[src/rtl/isa_shared.sv]
// Shared ISA-level types for the execute/memory stages: memory op encoding, LSU states, lane helpers.
`timescale 1ns/1ps
package isa_shared;

    localparam int XLEN       = 32;
    localparam int BYTE_LANES = XLEN / 8;

    typedef enum logic [3:0] {
        MEM_NONE = 4'd0,
        MEM_LB   = 4'd1,
        MEM_LH   = 4'd2,
        MEM_LW   = 4'd3,
        MEM_LBU  = 4'd4,
        MEM_LHU  = 4'd5,
        MEM_SB   = 4'd6,
        MEM_SH   = 4'd7,
        MEM_SW   = 4'd8
    } mem_ops_e;

    typedef enum logic [1:0] {
        ST_IDLE = 2'd0,
        ST_REQ  = 2'd1,
        ST_WAIT = 2'd2,
        ST_RESP = 2'd3
    } lsu_state_e;

    function automatic logic is_load(input mem_ops_e op);
        return (op == MEM_LB) || (op == MEM_LH) || (op == MEM_LW) ||
               (op == MEM_LBU) || (op == MEM_LHU);
    endfunction

    function automatic logic is_store(input mem_ops_e op);
        return (op == MEM_SB) || (op == MEM_SH) || (op == MEM_SW);
    endfunction

    function automatic logic is_misaligned(input mem_ops_e op, input logic [1:0] off);
        logic bad;
        bad = 1'b0;
        case (op)
            MEM_LH, MEM_LHU, MEM_SH: bad = off[0];
            MEM_LW, MEM_SW:          bad = (off != 2'b00);
            default:                 bad = 1'b0;
        endcase
        return bad;
    endfunction

endpackage

[src/rtl/load_align.sv]
// Load lane select and sign/zero extension of a raw memory word.
// Latency: combinational. Backpressure: none (pure function of its inputs).
`timescale 1ns/1ps
module load_align
    import isa_shared::*;
(
    input  logic [XLEN-1:0] mem_rdata,
    input  logic [1:0]      off,
    input  mem_ops_e        mem_op,
    output logic [XLEN-1:0] ld_data
);

    logic [7:0]  byte_sel;
    logic [15:0] half_sel;

    always_comb begin
        byte_sel = mem_rdata[{off, 3'b000} +: 8];
        half_sel = off[1] ? mem_rdata[31:16] : mem_rdata[15:0];
        ld_data  = '0;
        case (mem_op)
            MEM_LB:  ld_data = {{24{byte_sel[7]}}, byte_sel};
            MEM_LBU: ld_data = {24'b0, byte_sel};
            MEM_LH:  ld_data = {{16{half_sel[15]}}, half_sel};
            MEM_LHU: ld_data = {16'b0, half_sel};
            MEM_LW:  ld_data = mem_rdata;
            default: ld_data = '0;
        endcase
    end

endmodule

[src/rtl/lsu.sv]
// Load/store unit: single-outstanding req/gnt/rvalid bus master with valid/ready writeback.
// Latency: pass-through/fault 1 cycle; load >= 3 cycles (gnt and rvalid dependent).
// Backpressure: in_ready only in IDLE; RESP holds all outputs until out_ready.
`timescale 1ns/1ps
module lsu
    import isa_shared::*;
#(
    parameter int DATA_WIDTH     = 32,
    parameter int ADDR_WIDTH     = 32,
    parameter int REG_ADDR_WIDTH = 5
) (
    input  logic                      clk,
    input  logic                      rst_n,
    input  logic                      in_valid,
    output logic                      in_ready,
    input  logic [ADDR_WIDTH-1:0]     alu_result,
    input  logic [DATA_WIDTH-1:0]     store_data,
    input  mem_ops_e                  mem_op,
    input  logic [REG_ADDR_WIDTH-1:0] rd_in,
    output logic                      out_valid,
    input  logic                      out_ready,
    output logic [DATA_WIDTH-1:0]     out_data,
    output logic [REG_ADDR_WIDTH-1:0] out_rd,
    output logic                      out_we,
    output logic                      out_misaligned,
    output logic                      mem_req,
    output logic                      mem_we,
    output logic [ADDR_WIDTH-1:0]     mem_addr,
    output logic [DATA_WIDTH-1:0]     mem_wdata,
    output logic [BYTE_LANES-1:0]     mem_wstrb,
    input  logic                      mem_gnt,
    input  logic                      mem_rvalid,
    input  logic [DATA_WIDTH-1:0]     mem_rdata
);

    lsu_state_e            state;
    mem_ops_e              op_q;
    logic [1:0]            off_q;
    logic [DATA_WIDTH-1:0] st_wdata;
    logic [BYTE_LANES-1:0] st_wstrb;
    logic [DATA_WIDTH-1:0] ld_data;

    assign in_ready = (state == ST_IDLE);

    // Store lanes are computed from the live inputs so they can be registered at accept.
    always_comb begin
        st_wdata = '0;
        st_wstrb = '0;
        case (mem_op)
            MEM_SB: begin
                st_wdata = {4{store_data[7:0]}};
                st_wstrb = 4'b0001 << alu_result[1:0];
            end
            MEM_SH: begin
                st_wdata = {2{store_data[15:0]}};
                st_wstrb = 4'b0011 << alu_result[1:0];
            end
            MEM_SW: begin
                st_wdata = store_data;
                st_wstrb = 4'b1111;
            end
            default: begin
                st_wdata = '0;
                st_wstrb = '0;
            end
        endcase
    end

    load_align u_load_align (
        .mem_rdata (mem_rdata),
        .off       (off_q),
        .mem_op    (op_q),
        .ld_data   (ld_data)
    );

    always_ff @(posedge clk) begin
        if (!rst_n) begin
            state          <= ST_IDLE;
            op_q           <= MEM_NONE;
            off_q          <= 2'b00;
            mem_req        <= 1'b0;
            mem_we         <= 1'b0;
            mem_addr       <= '0;
            mem_wdata      <= '0;
            mem_wstrb      <= '0;
            out_valid      <= 1'b0;
            out_data       <= '0;
            out_rd         <= '0;
            out_we         <= 1'b0;
            out_misaligned <= 1'b0;
        end else begin
            case (state)
                ST_IDLE: begin
                    if (in_valid) begin
                        op_q           <= mem_op;
                        off_q          <= alu_result[1:0];
                        out_rd         <= rd_in;
                        out_data       <= '0;
                        out_we         <= 1'b0;
                        out_misaligned <= 1'b0;
                        if (mem_op == MEM_NONE) begin
                            out_data  <= alu_result[DATA_WIDTH-1:0];
                            out_we    <= 1'b1;
                            out_valid <= 1'b1;
                            state     <= ST_RESP;
                        end else if (is_misaligned(mem_op, alu_result[1:0])) begin
                            out_misaligned <= 1'b1;
                            out_valid      <= 1'b1;
                            state          <= ST_RESP;
                        end else begin
                            mem_req   <= 1'b1;
                            mem_we    <= is_store(mem_op);
                            mem_addr  <= {alu_result[ADDR_WIDTH-1:2], 2'b00};
                            mem_wdata <= st_wdata;
                            mem_wstrb <= st_wstrb;
                            state     <= ST_REQ;
                        end
                    end
                end
                ST_REQ: begin
                    if (mem_gnt) begin
                        mem_req   <= 1'b0;
                        mem_we    <= 1'b0;
                        mem_wstrb <= '0;
                        if (is_load(op_q)) begin
                            state <= ST_WAIT;
                        end else begin
                            out_valid <= 1'b1;
                            state     <= ST_RESP;
                        end
                    end
                end
                ST_WAIT: begin
                    if (mem_rvalid) begin
                        out_data  <= ld_data;
                        out_we    <= 1'b1;
                        out_valid <= 1'b1;
                        state     <= ST_RESP;
                    end
                end
                ST_RESP: begin
                    if (out_ready) begin
                        out_valid <= 1'b0;
                        state     <= ST_IDLE;
                    end
                end
                default: state <= ST_IDLE;
            endcase
        end
    end

endmodule

[config.mk]
export PLATFORM = sky130hd
export DESIGN_NAME = lsu
export DESIGN_NICKNAME = d
export VERILOG_FILES = /design/src/rtl/isa_shared.sv /design/src/rtl/load_align.sv /design/src/rtl/lsu.sv
export SDC_FILE = /design/constraint.sdc
export NUM_CORES = 1
export LEC_CHECK = 0
export CORE_MARGIN = 2
export CORE_UTILIZATION = 30
export DETAILED_ROUTE_END_ITERATION = 6
export RECOVER_POWER = 100
export SETUP_SLACK_MARGIN = 0.4
export SLEW_MARGIN = 20
export SYNTH_ARGS = -nofsm -noshare
export SYNTH_HDL_FRONTEND = slang
export SYNTH_HIERARCHICAL = 1
export SYNTH_SLANG_ARGS = --single-unit
[constraint.sdc]
create_clock -name clk -period 4.7 [get_ports clk]
set_input_delay 0.94 -clock clk [delete_from_list [all_inputs] [get_ports clk]]
set_output_delay 0.94 -clock clk [all_outputs]
set_load 0.01 [all_outputs]
* After elaboration in Yosys (flattened, before gate mapping)
Cells that the tools add are included.
** Cells by class
- $add $sub $neg :: 0
- Multipliers :: 0
- Div/mod/pow operators :: 0
- $lt $le $gt $ge :: 0
- Equality and inequality tests :: 22
- Shifts and indexed selects :: 3
- Muxes and demuxes :: 48
- Bitwise gates (word level) :: 2
- Reductions and logical operators :: 19
** Operators by type and width (count)
- 32-bit case mux with 5 select lines :: 1
- 32-bit 2-to-1 mux :: 3
- 32-bit case mux with 3 select lines :: 1
- 32-bit case mux with 2 select lines :: 1
- 32-bit by 6-bit indexed part select with 8-bit output :: 1
- 1-bit 2-to-1 mux :: 23
- 4-bit by 3-bit equality test with 1-bit output (second input constant) :: 5
- 4-bit by 2-bit equality test with 1-bit output (second input constant) :: 4
- 16-bit 2-to-1 mux :: 1
- 4-bit 2-to-1 mux :: 4
- 2-bit != test (second input constant) :: 7
- 2-bit 2-to-1 mux :: 6
- 4-bit case mux with 3 select lines :: 1
- 1-bit case mux with 2 select lines :: 4
- 2-bit case mux with 4 select lines :: 1
- 4-bit case mux with 2 select lines :: 1
- 4-bit AND reduction :: 2
- 1-bit logical OR :: 6
- 6-bit AND reduction :: 1
- 2-bit nonzero test :: 3
- 5-bit AND reduction :: 1
- 2-bit equality test (second input constant) :: 2
- 4-bit by 1-bit equality test with 1-bit output (second input constant) :: 1
- 4-bit equality test (second input constant) :: 1
- other kinds (12) :: 13
** Storage, ports and cells
- Flip-flop bits (word level) :: 116
- Bits in latches :: 0
- RAM bits :: 0
- ROM bits :: 0
- Bits of input ports :: 111
- Output and inout bits :: 111
- Word-level logic and storage cells :: 107
- Memories kept :: 0

* Logic depth before layout (Yosys ltp)
- Depth in word-level cells :: 11
- Depth in mapped cells :: 9
- Depth with buffers taken out :: 7

* By module
The synthesis kept the hierarchy.
** Modules (own cells, without submodules)
- lsu :: times used 1, cells each 581, area an instance 5251.3 µm², sequential area each 2322.2 µm²
- load_align :: times used 1, cells each 119, area an instance 802.0 µm², sequential area each 0.0 µm²

* Least setup slack after synthesis
OpenSTA, ideal clock, no wires.
- Path kind :: input-to-reg
- Start :: input mem_rdata[31]
- End :: register out_data[16]
- Arrival time :: 2.250 ns
- Path slack :: 2.333 ns
- Cell stages on the path :: 7
- Buffers on the path :: 1
- Path through :: mux4_2 > a22oi_4 > buf_6 > nand2_1 > a22oi_1 > nand2_1 > o211a_1
** On the way
- Longest elaborated chain between the ends :: 4
- Elaborated cells on any way between the ends :: 5
** Ends and longest elaborated chain
- from (decl) :: RTL line lsu.sv:33 : input logic [DATA_WIDTH-1:0] mem_rdata
- 32-bit by 6-bit indexed part select with 8-bit output / 16-bit 2-to-1 mux (equally long branches) :: RTL line load_align.sv:17, load_align.sv:18
- 32-bit case mux with 5 select lines (*) :: RTL line load_align.sv:20 : case (mem_op)
- via ld_data[16] :: RTL line lsu.sv:41 : logic [DATA_WIDTH-1:0] ld_data;
- 32-bit 2-to-1 mux (*) :: RTL line lsu.sv:134 : if (mem_rvalid) begin
- 32-bit case mux with 2 select lines (*) :: RTL line lsu.sv:92 : case (state)
- to (signal assigned) :: RTL line lsu.sv:102 : out_data <= alu_result[DATA_WIDTH-1:0];
- to (signal assigned) :: RTL line lsu.sv:135 : out_data <= ld_data;
- to (decl) :: RTL line lsu.sv:22 : output logic [DATA_WIDTH-1:0] out_data,
Mark *: on every way through the listed nets, which the timed path passes. The rest lies on a longest branch. The select of a mux whose other input is x is not followed.
A chain may end at the register's enable or synchronous reset.

* Worst setup path after layout
- Start :: input mem_op[0]
- End :: register mem_wstrb[0]
** On the way
- Longest elaborated chain between the ends :: 9
- Elaborated cells on any way between the ends :: 22
** Ends and longest elaborated chain
- from (decl) :: RTL line lsu.sv:18 : input mem_ops_e mem_op,
- 4-bit by 3-bit equality test with 1-bit output (tied with other cells) :: RTL line isa_shared.sv:39, lsu.sv:49
- 3-bit OR reduction / 2-bit OR reduction (equally long branches) :: RTL line isa_shared.sv:39 : case (op)
- 1-bit case mux with 2 select lines :: RTL line isa_shared.sv:39
- 1-bit 2-to-1 mux :: RTL line lsu.sv:101 : if (mem_op == MEM_NONE) begin
- 1-bit 2-to-1 mux :: RTL line lsu.sv:94 : if (in_valid) begin
- 1-bit 2-to-1 mux :: RTL line lsu.sv:92
- 1-bit 2-to-1 mux :: RTL line lsu.sv:77 : if (!rst_n) begin
- 2-bit != test (no line)
- 5-bit AND reduction (no line)
- to (signal assigned) :: RTL line lsu.sv:115 : mem_wstrb <= st_wstrb;
- to (decl) :: RTL line lsu.sv:30 : output logic [BYTE_LANES-1:0] mem_wstrb,
Several ways; a longest one is shown, not always the timed one. The select of a mux whose other input is x is not followed.

==> metrics.log <==
INFO  metric preCtsSetupSlack = 1.10 ns
INFO  metric via_count = 6196
INFO  metric irDropWorstVdd = 0.330 mV
INFO  metric hp-class = reg2reg
INFO  metric highest_layer = met4
INFO  metric cts_hold_repair.buffers = 0
INFO  metric ys_seq_elements = 116
INFO  metric least_margin_pin_slew = 2.16 ns
INFO  metric detail_route.iter0.violations = 421
INFO  metric clock_skew = 0.0112 ns
INFO  metric async_reset_ff_share = 0%
INFO  metric post-synth-top-count-cell = nand2_1
INFO  metric yosys_warnings = 6
INFO  metric placed_instance_area = 8320 um^2
INFO  metric clkSinkCount = 116
INFO  metric grt_start_max_net_pins = 91
INFO  metric synth-edff-count = 0
INFO  metric synthFlopType = dfxtp_1
INFO  metric finalMaxSlewViolations = 41
INFO  metric setup_viol = 0
INFO  metric detail-route-antenna-nets = 0
INFO  metric yosys-top-cells-count = 141 x nand2_1, 116 x dfxtp_1, 57 x o211a_1
INFO  metric postRouteWirelength = 21900 um
INFO  metric run_status = finished, violations left
INFO  metric global_route.usage.total = 20.2%
INFO  metric cts_tree = done
INFO  metric tritoncts.num_buffers = 17
INFO  metric power.static_leakage = 4.04 nW
INFO  metric last_weighted_congestion_value_of_the_routability_driven_placer = 0.829
INFO  metric timing.hold.ws = 0.449 ns
INFO  metric worst_slack = 0.882 ns
INFO  metric met3RoutedLength = 1980 um
INFO  metric clock_latency = 0.42 ns
INFO  metric cts_buffer_depth = 2
INFO  metric wl_met1 = 9950 um
INFO  metric timing.final.hold_violations = 0
INFO  metric antenna_found_initial = 0
INFO  metric final.period_utilization = 81.2%
INFO  metric critPathLaunchType = input port
INFO  metric cts_root_buffer = clkbuf_16
INFO  metric cts.clk_slew.worst_paths = 0.06 ns
INFO  metric die_area = 21300 um^2
INFO  metric timing.slew.headroom = -43.9%
INFO  metric num_rows = 51
INFO  metric die_y = 146 um
INFO  metric grt_overflow_total = 0
INFO  metric critical_path.max_fanout = 52
INFO  metric detail_route.drc_violations = 0
INFO  metric netlist_top_cells_area = dfxtp_1 38%, o211a_1 9.4%, nand2_1 8.7%
INFO  metric stdcell_area = 8860 um^2
INFO  metric post_synth_instance_area = 6050 um^2
INFO  metric type_of_the_worst_setup_path = in2reg
INFO  metric grt_setup_unrepaired = no
INFO  metric critPathArrivalTime = 4.15 ns
INFO  metric fraction_of_layout_instances_using_a_drive_strength_above_1 = 8.21%
INFO  metric cp.required = 5.03 ns
INFO  metric violated_checks = max-capacitance violations, max-slew violations
INFO  metric pin_count = 222
INFO  metric cts_repair_resize_count = 0
INFO  metric num-nets-final = 992
INFO  metric vias_in_the_first_global_route = 5999
INFO  metric share_of_synthesized_area_occupied_by_flip_flops_and_latches = 38.4%
INFO  metric detailed_placer_s_ending_hpwl = 15200 um
INFO  metric max-cap-violations = 1
INFO  metric setup_tns = 0 ns
INFO  metric first_pass_grt_wire_length = 34400 um
INFO  metric synth_area_leader_cell = dfxtp_1
INFO  metric met2_wl_post_dr = 9740 um
INFO  metric detail_route.vias_per_cell = 5.37
INFO  metric postSynthAreaPerCell = 8.65 um^2
INFO  metric coreArea = 19700 um^2
INFO  metric h-tree-depth = 4
INFO  metric synthCells = 700
INFO  metric pwr_density_cell = 517 nW/um^2
INFO  metric wl_per_cell = 19.0 um
INFO  metric initial_util = 30.8%
INFO  metric antenna_cells_inserted = 0
INFO  metric detail_route.first_pass.iterations = 5
INFO  metric postCtsSetupRepairBufs = 0
INFO  metric area_growth = 46.4%
INFO  metric floorplan.die.width = 146 um
INFO  metric place.port_buffers = 219
INFO  metric max_frequency = 262 MHz
INFO  metric post_synth_num_cell_types = 64
INFO  metric crit_path_end_kind = flip-flop
INFO  metric yosysTopAreaCellShare = 38.4%
INFO  metric period_minus_ws_final = 3.82 ns
## placed cells by master, fill, tap and decap left out, types with 3 or more instances in the layout
| cell type | synthesis | final |
|---|---|---|
| a21boi_0 | 12 | 12 |
| a21oi_1 | 5 | 5 |
| a221o_1 | 4 | 4 |
| a22oi_1 | 56 | 56 |
| buf_4 | 9 | 10 |
| clkbuf_1 | 36 | 4 |
| clkbuf_16 | 0 | 17 |
| clkbuf_8 | 0 | 3 |
| clkdlybuf4s50_1 | 0 | 108 |
| clkinvlp_4 | 0 | 3 |
| dfxtp_1 | 116 | 116 |
| dlygate4sd3_1 | 0 | 110 |
| ha_1 | 4 | 4 |
| inv_1 | 6 | 6 |
| mux2_2 | 16 | 16 |
| mux2i_1 | 8 | 8 |
| nand2_1 | 141 | 141 |
| nand3_1 | 36 | 36 |
| nand3b_1 | 3 | 3 |
| nand4_1 | 44 | 44 |
| nor2_1 | 8 | 8 |
| nor2_2 | 2 | 3 |
| nor2b_1 | 6 | 6 |
| o211a_1 | 57 | 57 |
| o211ai_1 | 6 | 6 |
| o21a_1 | 3 | 3 |
| o21ai_0 | 40 | 45 |
| o21ai_1 | 8 | 3 |
| o2bb2ai_1 | 3 | 3 |
## path summary, 6_finish.rpt
kind                                   from  slack, ns  cells past startpoint                        end
hold reg to reg   mem_wdata[6]$_SDFFE_PN0P_       0.45                      2  mem_wdata[6]$_SDFFE_PN0P_
setup reg to reg      state[1]$_SDFFE_PN0P_       1.19                      6        mem_we$_SDFFE_PN0P_
setup / recovery                  mem_op[0]       0.88                      7  mem_wstrb[0]$_SDFFE_PN0P_
hold / removal    mem_wdata[6]$_SDFFE_PN0P_       0.45                      2  mem_wdata[6]$_SDFFE_PN0P_
## registers in the layout, indices dropped and copies added (netlist names), 2 cells and up
| name | cells |
|---|---|
| mem_addr | 30 |
| mem_wstrb | 4 |
| mem_wdata | 32 |
| state | 2 |
| out_rd | 5 |
| op_q | 4 |
| off_q | 2 |
| out_data | 32 |
## metal layers
metal,up-vias,track usage (%)
met5,-,0
met4,0,4.95
met3,14,6.59
met2,258,31.1
met1,2972,27.5
li1,2952,-
## final cells by class
cell class / instances / area, um^2
repair buffers: 230 / 2280
clock inverters: 8 / 101
inverters: 6 / 22.5
multi-input cells: 506 / 3330
fillers: 1996 / 10800
flip-flops and latches: 116 / 2320
well taps: 265 / 332
clock buffers: 23 / 478
## logic make-up (layout without fill, tap and decap cells)
logic type,Yosys count,after routing,synth area share (%)
xor gates and xnor gates,1,1,0.145
AOI/OAI and AO/OA,213,213,27.9
and+or+nand+nor,260,260,21.1
muxes,26,26,5.04
adders and majority gates,4,4,0.827
DFF,116,116,38.4
buffers and inverters,79,267,6.55
other,1,2,0.0619
## power breakdown
group	leakage, nW	switching [W]	internal (W)
Clock	0.275	0.000471	0.000818
Sequential	0.951	0.000165	0.00127
Combinational	2.82	0.00102	0.000844
Total	4.04	0.00166	0.00293
## through the flow
step / instances / utilization (%) / total power [W]
after global placement: 1123 / 42.3 / 0.00343
final: 1154 / 45.1 / 0.00459
after floorplan: 701 / - / 0.00254
after CTS: 1154 / 45.3 / 0.00475
after detailed placement: 1123 / 42.3 / 0.00344
after global routing: 1154 / 45.1 / 0.00487
## critical path, stage by stage
cell and delay (ns):
dlygate4sd3_1 0.83, nor2_2 0.30, o22ai_2 0.14, a31oi_1 1.13, buf_12 0.35, nand3_1 0.17
o2bb2ai_1 0.27
Note: power is estimated with default switching activity, not from simulation.
